`config.mk`:
```
export PLATFORM = sky130hd
export DESIGN_NAME = intersection_scheduler
export DESIGN_NICKNAME = d
export VERILOG_FILES = /design/src/rtl/intersection_pkg.sv /design/src/rtl/phase_timer.sv /design/src/rtl/intersection_scheduler.sv
export SDC_FILE = /design/constraint.sdc
export NUM_CORES = 1
export LEC_CHECK = 0
export ABC_AREA = 1
export CAP_MARGIN = 25
export CORE_MARGIN = 5
export CORE_UTILIZATION = 44
export CTS_CLUSTER_SIZE = 24
export DETAILED_ROUTE_END_ITERATION = 8
export REMOVE_ABC_BUFFERS = 1
export SLEW_MARGIN = 40
export SYNTH_ARGS = -nofsm -noshare
export SYNTH_HDL_FRONTEND = slang
export SYNTH_SLANG_ARGS = --single-unit
```
`constraint.sdc`:
```
create_clock -name clk -period 3.7 [get_ports clk]
set_clock_uncertainty 0.05 [all_clocks]
set_input_delay 0.37 -clock clk [delete_from_list [all_inputs] [get_ports clk]]
set_output_delay 0.37 -clock clk [all_outputs]
set_load 0.01 [all_outputs]
```
`src/rtl/intersection_pkg.sv`:
```
// Shared phase encoding, lamp-vector layout and default durations for the
// intersection controller and the per-road light logic.
package intersection_pkg;

    localparam logic [2:0] PhMainGreen  = 3'd0;
    localparam logic [2:0] PhMainYellow = 3'd1;
    localparam logic [2:0] PhAllRed     = 3'd2;
    localparam logic [2:0] PhSideGreen  = 3'd3;
    localparam logic [2:0] PhSideYellow = 3'd4;
    localparam logic [2:0] PhPedWalk    = 3'd5;

    typedef enum logic [2:0] {
        StMainGreen  = PhMainGreen,
        StMainYellow = PhMainYellow,
        StAllRed     = PhAllRed,
        StSideGreen  = PhSideGreen,
        StSideYellow = PhSideYellow,
        StPedWalk    = PhPedWalk
    } phase_e;

    // Per-road lamp vector is {R, G, Y}.
    typedef logic [2:0] lamp_t;
    localparam int unsigned LampR = 2;
    localparam int unsigned LampG = 1;
    localparam int unsigned LampY = 0;
    localparam lamp_t LampRed    = 3'b100;
    localparam lamp_t LampGreen  = 3'b010;
    localparam lamp_t LampYellow = 3'b001;

    localparam int unsigned DefCw       = 12;
    localparam int unsigned DefGreenMin = 1024;
    localparam int unsigned DefSideT    = 512;
    localparam int unsigned DefYellowT  = 256;
    localparam int unsigned DefAllredT  = 64;
    localparam int unsigned DefPedT     = 384;

endpackage

```
`src/rtl/phase_timer.sv`:
```
// Shared phase timer: cleared on state entry, otherwise counts up, optionally
// holding at a saturation value.
module phase_timer #(
    parameter int unsigned CW = 12
) (
    input  logic          clk,
    input  logic          rst,
    input  logic          clr,
    input  logic          sat_en,
    input  logic [CW-1:0] sat_val,
    output logic [CW-1:0] tmr
);

    always_ff @(posedge clk or posedge rst) begin
        if (rst) begin
            tmr <= '0;
        end else if (clr) begin
            tmr <= '0;
        end else if (!(sat_en && tmr == sat_val)) begin
            tmr <= tmr + 1'b1;
        end
    end

endmodule

```
`src/rtl/intersection_scheduler.sv`:
```
// Two-road intersection phase scheduler: main road rests on green, side road
// and pedestrians are served on request with all-red clearance in between.
module intersection_scheduler
    import intersection_pkg::*;
#(
    parameter int unsigned CW        = DefCw,
    parameter int unsigned GREEN_MIN = DefGreenMin,
    parameter int unsigned SIDE_T    = DefSideT,
    parameter int unsigned YELLOW_T  = DefYellowT,
    parameter int unsigned ALLRED_T  = DefAllredT,
    parameter int unsigned PED_T     = DefPedT
) (
    input  logic       clk,
    input  logic       rst,
    input  logic       side_req,
    input  logic       ped_req,
    output logic       main_R,
    output logic       main_G,
    output logic       main_Y,
    output logic       side_R,
    output logic       side_G,
    output logic       side_Y,
    output logic       walk,
    output logic       ped_wait,
    output logic [2:0] phase
);

    localparam logic [CW-1:0] GreenLast  = CW'(GREEN_MIN - 1);
    localparam logic [CW-1:0] SideLast   = CW'(SIDE_T - 1);
    localparam logic [CW-1:0] YellowLast = CW'(YELLOW_T - 1);
    localparam logic [CW-1:0] AllredLast = CW'(ALLRED_T - 1);
    localparam logic [CW-1:0] PedLast    = CW'(PED_T - 1);

    phase_e        state_q, state_d;
    phase_e        target_q, target_d;
    logic          ped_pending_q;
    logic          ped_any;
    logic          clr;
    logic          enter_walk;
    logic [CW-1:0] tmr;
    logic [6:0]    lamps_q;

    // {main lamps, side lamps, walk}
    function automatic logic [6:0] lamps_of(input phase_e s);
        case (s)
            StMainGreen:  lamps_of = {LampGreen,  LampRed,    1'b0};
            StMainYellow: lamps_of = {LampYellow, LampRed,    1'b0};
            StSideGreen:  lamps_of = {LampRed,    LampGreen,  1'b0};
            StSideYellow: lamps_of = {LampRed,    LampYellow, 1'b0};
            StAllRed:     lamps_of = {LampRed,    LampRed,    1'b0};
            StPedWalk:    lamps_of = {LampRed,    LampRed,    1'b1};
            default:      lamps_of = {LampGreen,  LampRed,    1'b0};
        endcase
    endfunction

    phase_timer #(
        .CW(CW)
    ) u_timer (
        .clk     (clk),
        .rst     (rst),
        .clr     (clr),
        .sat_en  (state_q == StMainGreen),
        .sat_val (GreenLast),
        .tmr     (tmr)
    );

    // A request arriving this cycle counts as pending for every decision.
    assign ped_any = ped_pending_q | ped_req;

    always_comb begin
        state_d  = state_q;
        target_d = target_q;
        case (state_q)
            StMainGreen: begin
                if (tmr == GreenLast && (side_req || ped_any)) state_d = StMainYellow;
            end
            StMainYellow: begin
                if (tmr == YellowLast) begin
                    state_d  = StAllRed;
                    target_d = ped_any ? StPedWalk : StSideGreen;
                end
            end
            StSideGreen: begin
                if (tmr == SideLast) state_d = StSideYellow;
            end
            StSideYellow: begin
                if (tmr == YellowLast) begin
                    state_d  = StAllRed;
                    target_d = ped_any ? StPedWalk : StMainGreen;
                end
            end
            StPedWalk: begin
                if (tmr == PedLast) begin
                    state_d  = StAllRed;
                    target_d = side_req ? StSideGreen : StMainGreen;
                end
            end
            StAllRed: begin
                if (tmr == AllredLast) state_d = target_q;
            end
            default: state_d = StMainGreen;
        endcase
    end

    assign clr        = (state_d != state_q);
    assign enter_walk = (state_d == StPedWalk) && (state_q != StPedWalk);

    always_ff @(posedge clk or posedge rst) begin
        if (rst) begin
            state_q       <= StMainGreen;
            target_q      <= StMainGreen;
            ped_pending_q <= 1'b0;
            lamps_q       <= lamps_of(StMainGreen);
        end else begin
            state_q       <= state_d;
            target_q      <= target_d;
            // Set wins over the clear on walk entry.
            ped_pending_q <= ped_req | (ped_pending_q & ~enter_walk);
            lamps_q       <= lamps_of(state_d);
        end
    end

    assign {main_R, main_G, main_Y} = lamps_q[6:4];
    assign {side_R, side_G, side_Y} = lamps_q[3:1];
    assign walk                     = lamps_q[0];
    assign ped_wait                 = ped_pending_q;
    assign phase                    = state_q;

endmodule
```
Yosys cells after proc, flatten, opt, wreduce, memory -nomap -nowiden
Index checks and enable logic that the tools add are counted.
W data, S select, Z words.
{"block": "totals", "register_bits": 26, "latch_bits": 0, "mem_bits_rw": 0, "mem_bits_ro": 0, "wordCells": 55, "mem_count": 0}
{"block": "classes", "n_addsub": 1, "n_mul": 0, "div_mod_pow": 0, "magnitude_cmp": 0, "n_eq_ne": 21, "shift": 0, "muxes": 16, "bitwise": 4, "reduce_logical": 8}
{"op": "$pmux W7 S5", "count": 1}
{"op": "$mux W3", "count": 10}
{"op": "$eq A12 B9 Y1 const B", "count": 2}
{"op": "$mux W12", "count": 2}
{"op": "$pmux W3 S5", "count": 1}
{"op": "$add A12 B1 Y12 const B", "count": 1}
{"op": "$eq A12 B10 Y1 const B", "count": 1}
{"op": "$eq A12 B6 Y1 const B", "count": 1}
{"op": "$eq A12 B8 Y1 const B", "count": 1}
{"op": "$eq A3 B2 Y1 const B", "count": 4}
{"op": "$eq A3 B3 Y1 const B", "count": 4}
{"op": "$pmux W3 S3", "count": 1}
{"op": "$ne A2 B2 Y1 const B", "count": 4}
{"op": "$eq A3 B1 Y1 const B", "count": 2}
{"op": "$reduce_and A4 Y1", "count": 1}
{"op": "$logic_and A1 B1 Y1", "count": 3}
{"op": "$logic_not A3 Y1", "count": 1}
{"op": "$ne A3 B3 Y1", "count": 1}
{"op": "$ne A3 B3 Y1 const B", "count": 1}
{"op": "$reduce_bool A3 Y1", "count": 1}
{"op": "$mux W2", "count": 1}
{"op": "$or A1 B1 Y1", "count": 2}
{"op": "$reduce_or A2 Y1", "count": 1}
{"op": "$and A1 B1 Y1", "count": 1}
{"op": "2 further kinds", "count": 2}

Depth between registers and ports, before layout
Gate-level depths: netlist of the first run.
{"block": "logic_depth", "word_depth": 10, "mapped_depth": 13}

Hierarchy
Synthesis of the first run repeated with hierarchy kept, for this count alone.
{"block": "hier_totals", "cells_unflattened": 331, "area_unflattened_um2": 2177.1}
{"module": "phase_timer", "instances": 1, "cells_each": 183, "area_per_inst_um2": 1186.1, "seq_area_each_um2": 300.3}
{"module": "intersection_scheduler", "instances": 1, "cells_each": 148, "area_per_inst_um2": 991.0, "seq_area_each_um2": 352.8}

Least setup slack after synthesis of the first run
OpenSTA, ideal clock, no wires.
{"block": "synth_timing", "path_kind": "reg2reg", "from": "reg u_timer.tmr[0]", "to": "reg u_timer.tmr[3]", "setup_ns": 0.122, "arrival_ns": 1.574, "required_ns": 3.528, "path_slack_ns": 1.954, "stages_incl_launch_ff": 14, "synth_period_minus_slack_ns": 1.746, "path_cell_list": "dfrtp_1 ha_1 nand3_2 clkinv_2 nand3_1 nand2_2 nand2_1 nor2_2 nand2_2 nand2_2 nand2_2 nand3_2 buf_6 nor2_2"}
{"block": "synth_via", "elab_chain_cells": 6}
{"element": "start: declaration", "line": "phase_timer.sv:11", "rtl": "output logic [CW-1:0] tmr"}
{"element": "start signal: assignment", "line": "phase_timer.sv:20", "rtl": "tmr <= tmr + 1'b1;"}
{"element": "$eq A12 B10 Y1", "line": "intersection_scheduler.sv:75", "rtl": "if (tmr == GreenLast && (side_req || ped_any)) state_d = StMainYellow;"}
{"element": "$logic_and A1 B1 Y1", "line": "intersection_scheduler.sv:75"}
{"element": "$mux W3", "line": "intersection_scheduler.sv:75"}
{"element": "$pmux W3 S5 *", "line": "intersection_scheduler.sv:73", "rtl": "case (state_q)"}
{"element": "net state_d[0]", "line": "intersection_scheduler.sv:34", "rtl": "phase_e state_q, state_d;"}
{"element": "$ne A3 B3 Y1 *", "line": "intersection_scheduler.sv:105", "rtl": "assign clr = (state_d != state_q);"}
{"element": "$ne A2 B2 Y1 (no line) / $mux W12 (equally long branches)"}
The timed path passes the listed nets; every way through them passes the cells marked *. The select of a mux whose other input is x is not followed.
A chain may end at the register's enable or synchronous reset.

Worst setup path in the final report of the first run
{"block": "layout_timing", "from": "reg u_timer.tmr[0]", "to": "reg u_timer.tmr[4]"}
Same word-level chain as after synthesis.

==> metrics, run 1 <==
clk sink count=26; nets=214; Post-Syn Area per Cell=7.924 um^2; share of cells above drive strength 1=0.2260; Arr. time, crit path=2.36 ns; Placeable Area=approximately 3300 um^2; GRT Util Overall=0.1399; Top delay family on crit path=simple AND/OR/NAND/NOR gates; period utilization=0.5831; Clock transition at path regs=0.14 ns; Synth async-reset ratio=1.000; Die X=68.81 um; Initial Util=0.4559; CTS Root Cell=clkbuf_4; DRC=0; P&R area growth vs syn=14.97%; Detail Placement HPWL=2.313 mm; Worst R2R Path Depth=12; Worst Path Required=3.90 ns; Hold Path Class=in -> async; CP Cell Sequence=ha_1, nand3_2, clkinv_2, nand3_1, nand2_2, nand2_1, nor2_2, nand2_2, nand2_2, nand2_2, nand3_2, nor2_1; Post-synth EDFFs=0; status=finished, final reports clean; RePlAce Congestion=0.8301; Buf/Inv on CP=1; Post-Syn Area=between 1500 and 2000 um^2; crit-path max FO=12; Final Setup Violations=0; Final Hold Vio Count=0; R2R Setup Slk=between 1.5 and 2 ns; H-tree depth=1; most common cell in the netlist=nand2_1; floorplan row count=21; CTS tree=yes; Worst path depth=12; cell taking the most area after synthesis=dfrtp_1; Setup WS pre-CTS=about 1.4 ns; LEAKAGE=between 0.8 and 0.9 nW; maxcap violations=0; ys flop type=dfrtp_1; clock latency at the later pin of the worst-skew pair=0.31 ns; Synth top area share=0.3947; CP most frequent cell=nand2_2; sequential share of the synthesized area=0.4293; placed insts=250; count of unique library cells instantiated by Yosys=27; DR vias=1250; setup tns final=0 ns; slowest cell on the critical path=dfrtp_1; largest cells by area after synthesis=dfrtp_1 39%, nand2_1 9.9%, nor2_2 7.0%, inv_1 5.4%, nor2_1 5.2%; Post-CTS Setup Repair Bufs=0; largest net degree at the start of global routing=27; I/O pins=15; cell area power density=278.7 nW/um^2; first-pass GRT wire length=5.092 mm; fin worst setup slack=1.542 ns; vias in the first global route=1208; initial drt markers=51; Max Fclk=0.4635 GHz; via density per instance=4.921; Clock Path Buffers=2; Post-CTS Hold Fix Bufs=0; final wirelength=~2.9 mm; fin cells=254; Worst path max stage delay=0.44 ns; synth cell count leaders=40 x nand2_1, 24 x dfrtp_1, 22 x inv_1; DRT Pass-1 Iters=4; slew of the pin with the lowest slew margin=0.5114 ns; synthesized flop and latch total=26; WL/cell=roughly 12 um; Resized Gates After CTS=0; initial antenna violation count=0; CP endpoint kind=register; Slew Limit Headroom=0.6586; Total Die Area=roughly 4700 um^2; Yosys Warn Count=0; post-route antenna net violation count=0; RSZ-0062 raised after global routing=no; Final Max Tran Viols=0; Hold Worst Slack=0.3366 ns; Post-Synthesis Cells=192; Worst setup SP type=register; Peak VDD IR=roughly 120 uV; Diodes inserted=0; Die Y=68.81 um; Final Critical Period=2.158 ns; critical path class=reg -> reg; TritonCTS buffer count=3; grt total ovfl=0; port buffer count=14
==> through the flow <==
step                utilization  cell area (um^2)   power, W
CTS                      0.5242              1749  0.0004942
global placement         0.5084              1697  0.0002990
detailed placement       0.5084              1697  0.0002994
global route             0.5242              1749  0.0005107
finish                   0.5242              1749  0.0004875
floorplan                     -              1499  0.0002944
==> metal layers <==
layer / global-route usage / part of all wire / routed length, um / up-vias
li1: - / - / - / 634
met1: 0.1646 / 0.46 / 1346 / 592
met2: 0.2610 / 0.50 / 1461 / 22
met3: 0.02107 / 0.039 / 116 / 2
met4: 0.03893 / 0.0068 / 20 / 0
met5: 0 / 0 / 0 / -
==> registers in the layout (all words and copies together) (netlist names) <==
register	cells
ped_wait	1
lamps_q	7
target_q	3
u_timer.tmr	12
phase	3
==> path summary, 6_finish.rpt <==
path | from | endpoint
worst max-delay path | u_timer.tmr[0] | u_timer.tmr[4]
worst min-delay path | rst | u_timer.tmr[2]
worst max register to register | u_timer.tmr[0] | u_timer.tmr[4]
worst min register to register | target_q[2] | target_q[2]
max in group asynchronous | rst | lamps_q[3]
min in group clk | target_q[2] | target_q[2]
==> logic make-up after synthesis <==
family          share of synthesized area
compound gates                    0.03618
flops                              0.4293
simple gates                       0.3997
fa+ha+maj                        0.008222
buf+inv                           0.08470
mux                              0.007401
xor+xnor                          0.03455
==> cell usage in the layout, fill, tap and decap left out, drive strengths merged, types with 2 or more instances in the layout <==
cell type,instances
a21oi,3
clkbuf,3
clkdlybuf4s50,14
dfrtp,24
dfstp,2
inv,27
nand2,46
nand3,17
nand4,6
nor2,41
nor3,4
o21ai,8
xnor2,3
xor2,3
==> report_power, final <==
part           internal (W)   total (W)  leakage (nW)              switching, W
sequential         0.000284    0.000284         0.310  0.0000000000000000000174
combinational    0.00000331  0.00000927         0.497                0.00000596
clock              0.000109    0.000194        0.0279                 0.0000845
total              0.000397    0.000488         0.835                 0.0000905
==> cell type report <==
cell class,instances,area [um^2]
multi-input cells,136,739.5
flip-flops and latches,26,653.1
clock inverters,1,30.03
clock buffers,3,22.52
repair buffers,14,140.1
fillers,324,1588
well taps,46,57.56
inverters,28,106.4
No activity file was read; power rests on OpenSTA's default activity.
==> run 2, diff against run 1 <==
==> constraint.sdc (replaced) <==
create_clock -name clk -period 2.1 [get_ports clk]
set_clock_uncertainty 0.05 [all_clocks]
set_input_delay 0.21 -clock clk [delete_from_list [all_inputs] [get_ports clk]]
set_output_delay 0.21 -clock clk [all_outputs]
set_load 0.01 [all_outputs]
==> metrics, run 2 (same netlist as run 1, synthesis figures left out) <==
status=finished, final reports clean (unchanged); floorplan row count=21 (unchanged); commonest non-fill, non-tap cell in the layout=nand2_1 (unchanged); I/O pins=15 (unchanged); Slew Limit Headroom=0.7798 (was 0.6586); Initial Util=0.4559 (unchanged); Final Hold Vio Count=0 (unchanged); Hold Path Class=in -> async (unchanged); CP Cell Sequence=inv_2, nand2_1, nor2_2, nand3_2, nand2_1, nand4_2, nand2_1, nand2_1, inv_2, nand3_2, buf_12, nor2_1 (was ha_1, nand3_2, clkinv_2, nand3_1, nand2_2, nand2_1, nor2_2, nand2_2, nand2_2, nand2_2, nand3_2, nor2_1); Final Setup Violations=0 (unchanged); slowest cell on the critical path=dfrtp_1 (unchanged); Total Die Area=4734 um^2 (unchanged); post-route antenna net violation count=0 (unchanged); slew of the pin with the lowest slew margin=0.3303 ns (was 0.5114 ns); first-pass GRT wire length=5.319 mm (was 5.092 mm); initial drt markers=66 (was 51); most frequent cells in the layout=40 x nand2_1, 24 x dfrtp_1, 22 x inv_1 (was 40 x nand2_1, 24 x dfrtp_1, 21 x nor2_1, 21 x inv_1, 17 x nor2_2); DR vias=1287 (was 1250); clk sink count=26 (unchanged); Clock Path Buffers=2 (unchanged); Worst path max stage delay=0.43 ns (was 0.44 ns); RePlAce Congestion=0.8444 (was 0.8301); maxcap violations=0 (unchanged); Die Y=68.81 um (unchanged); Arr. time, crit path=2.15 ns (was 2.36 ns); WL/cell=12.01 um (was 11.59 um); vias in the first global route=1238 (was 1208); Detail Placement HPWL=2.457 mm (was 2.313 mm); Top reg by flops=u_timer.tmr (unchanged); Post-CTS Hold Fix Bufs=0 (unchanged); clock latency at the later pin of the worst-skew pair=0.32 ns (was 0.31 ns); CTS tree=yes (unchanged); Final Critical Period=1.925 ns (was 2.158 ns); placed insts=255 (was 250); Final Total Pwr=0.0008671 W (was 0.0004875 W); port buffer count=14 (unchanged); final wirelength=3.135 mm (was 2.944 mm); via density per instance=4.931 (was 4.921); DRT Pass-1 Iters=4 (unchanged); Max Fclk=0.5194 GHz (was 0.4635 GHz); largest net degree at the start of global routing=21 (was 27); nets=221 (was 214); largest registers=u_timer.tmr: 12 flops, lamps_q: 7 flops (unchanged); CTS Root Cell=clkbuf_4 (unchanged); TritonCTS buffer count=3 (unchanged); CP endpoint kind=register (unchanged); initial antenna violation count=0 (unchanged); Peak VDD IR=237.5 uV (was 117.7 uV); Die X=68.81 um (unchanged); LEAKAGE=0.8711 nW (was 0.8354 nW); GRT Util Overall=0.1534 (was 0.1399); crit-path max FO=12 (unchanged); cell area power density=474.7 nW/um^2 (was 278.7 nW/um^2); Diodes inserted=0 (unchanged); Placeable Area=3337 um^2 (unchanged); H-tree depth=1 (unchanged); Clock transition at path regs=0.14 ns (about the same); DRC=0 (unchanged); fin cells=261 (was 254); critical path class=reg -> reg (unchanged); max FFs per register=12 (unchanged); Worst Path Required=2.32 ns (was 3.90 ns); grt total ovfl=0 (unchanged); share of cells above drive strength 1=0.2558 (was 0.2260); P&R area growth vs syn=20.07% (was 14.97%); CP most frequent cell=nand2_1 (was nand2_2); Worst setup SP type=register (unchanged); Final Max Tran Viols=0 (unchanged); period utilization=0.9168 (was 0.5831)
[run 2: cell types whose count changed in the layout (fill, tap and decap cells not counted), sizes merged]
| cell | change |
|---|---|
| buf | +7 |
[run 2: what timing repair did]
action,in CTS,in global routing
endpoints found under the setup margin,0,6
setup buffers,0,2
resized for setup,0,3
[run 2: final timing paths]
check	from	to	slack (ns)	cells after the start
max	u_timer.tmr[10]	u_timer.tmr[5]	0.17	12
min	rst	lamps_q[6]	0.03	2
max reg2reg	u_timer.tmr[10]	u_timer.tmr[5]	0.17	12
min reg2reg	target_q[0]	target_q[0]	0.50	2
max in group asynchronous	rst	u_timer.tmr[6]	1.45	3
min in group clk	target_q[0]	target_q[0]	0.50	2
[run 2: report_power, final]
part	total (W)	internal [W]	switching, W
Clock	0.000348	0.000193	0.000155
Combinational	0.0000180	0.00000699	0.0000110
Sequential	0.000501	0.000501	0.0000000000000000000435
[run 2: per-layer routing]
layer  track usage  routed length [um]  vias to the layer above
met5             0                   0                        -
met4       0.06813                  77                        0
met3       0.02107                 160                        6
met2        0.2777                1571                       31
met1        0.1783                1325                      608
li1              -                   -                      642
[run 2: critical path: cells and delay by family, from the launching register on]
kind	cells	cell delay, ns
buffers and inverters	3	0.28
flip-flops	1	0.43
AND/OR/NAND/NOR	9	1.12
[run 2: layout make-up]
type                    instances  area (um^2)
fillers                       326         1510
multi-input cells             136        752.0
flip-flops and latches         26        653.1
repair buffers                 21        205.2
inverters                      28        106.4
well taps                      46        57.56
clock inverters                 1        30.03
clock buffers                   3        22.52
[run 2: stage by stage]
step                        util  area [um^2]  setup TNS (ns)  hold WS (ns)  setup WS (ns)
final                     0.5474         1827               0       0.02512         0.1747
after global routing      0.5474         1827       -0.008971       0.02303      -0.008971
after CTS                 0.5392         1799               0       0.02600         0.1458
after detailed placement  0.5234         1747               0        0.3990         0.1576
after global placement    0.5234         1747               0        0.3852         0.1762
after floorplan                -         1499               0        0.1985         0.2773
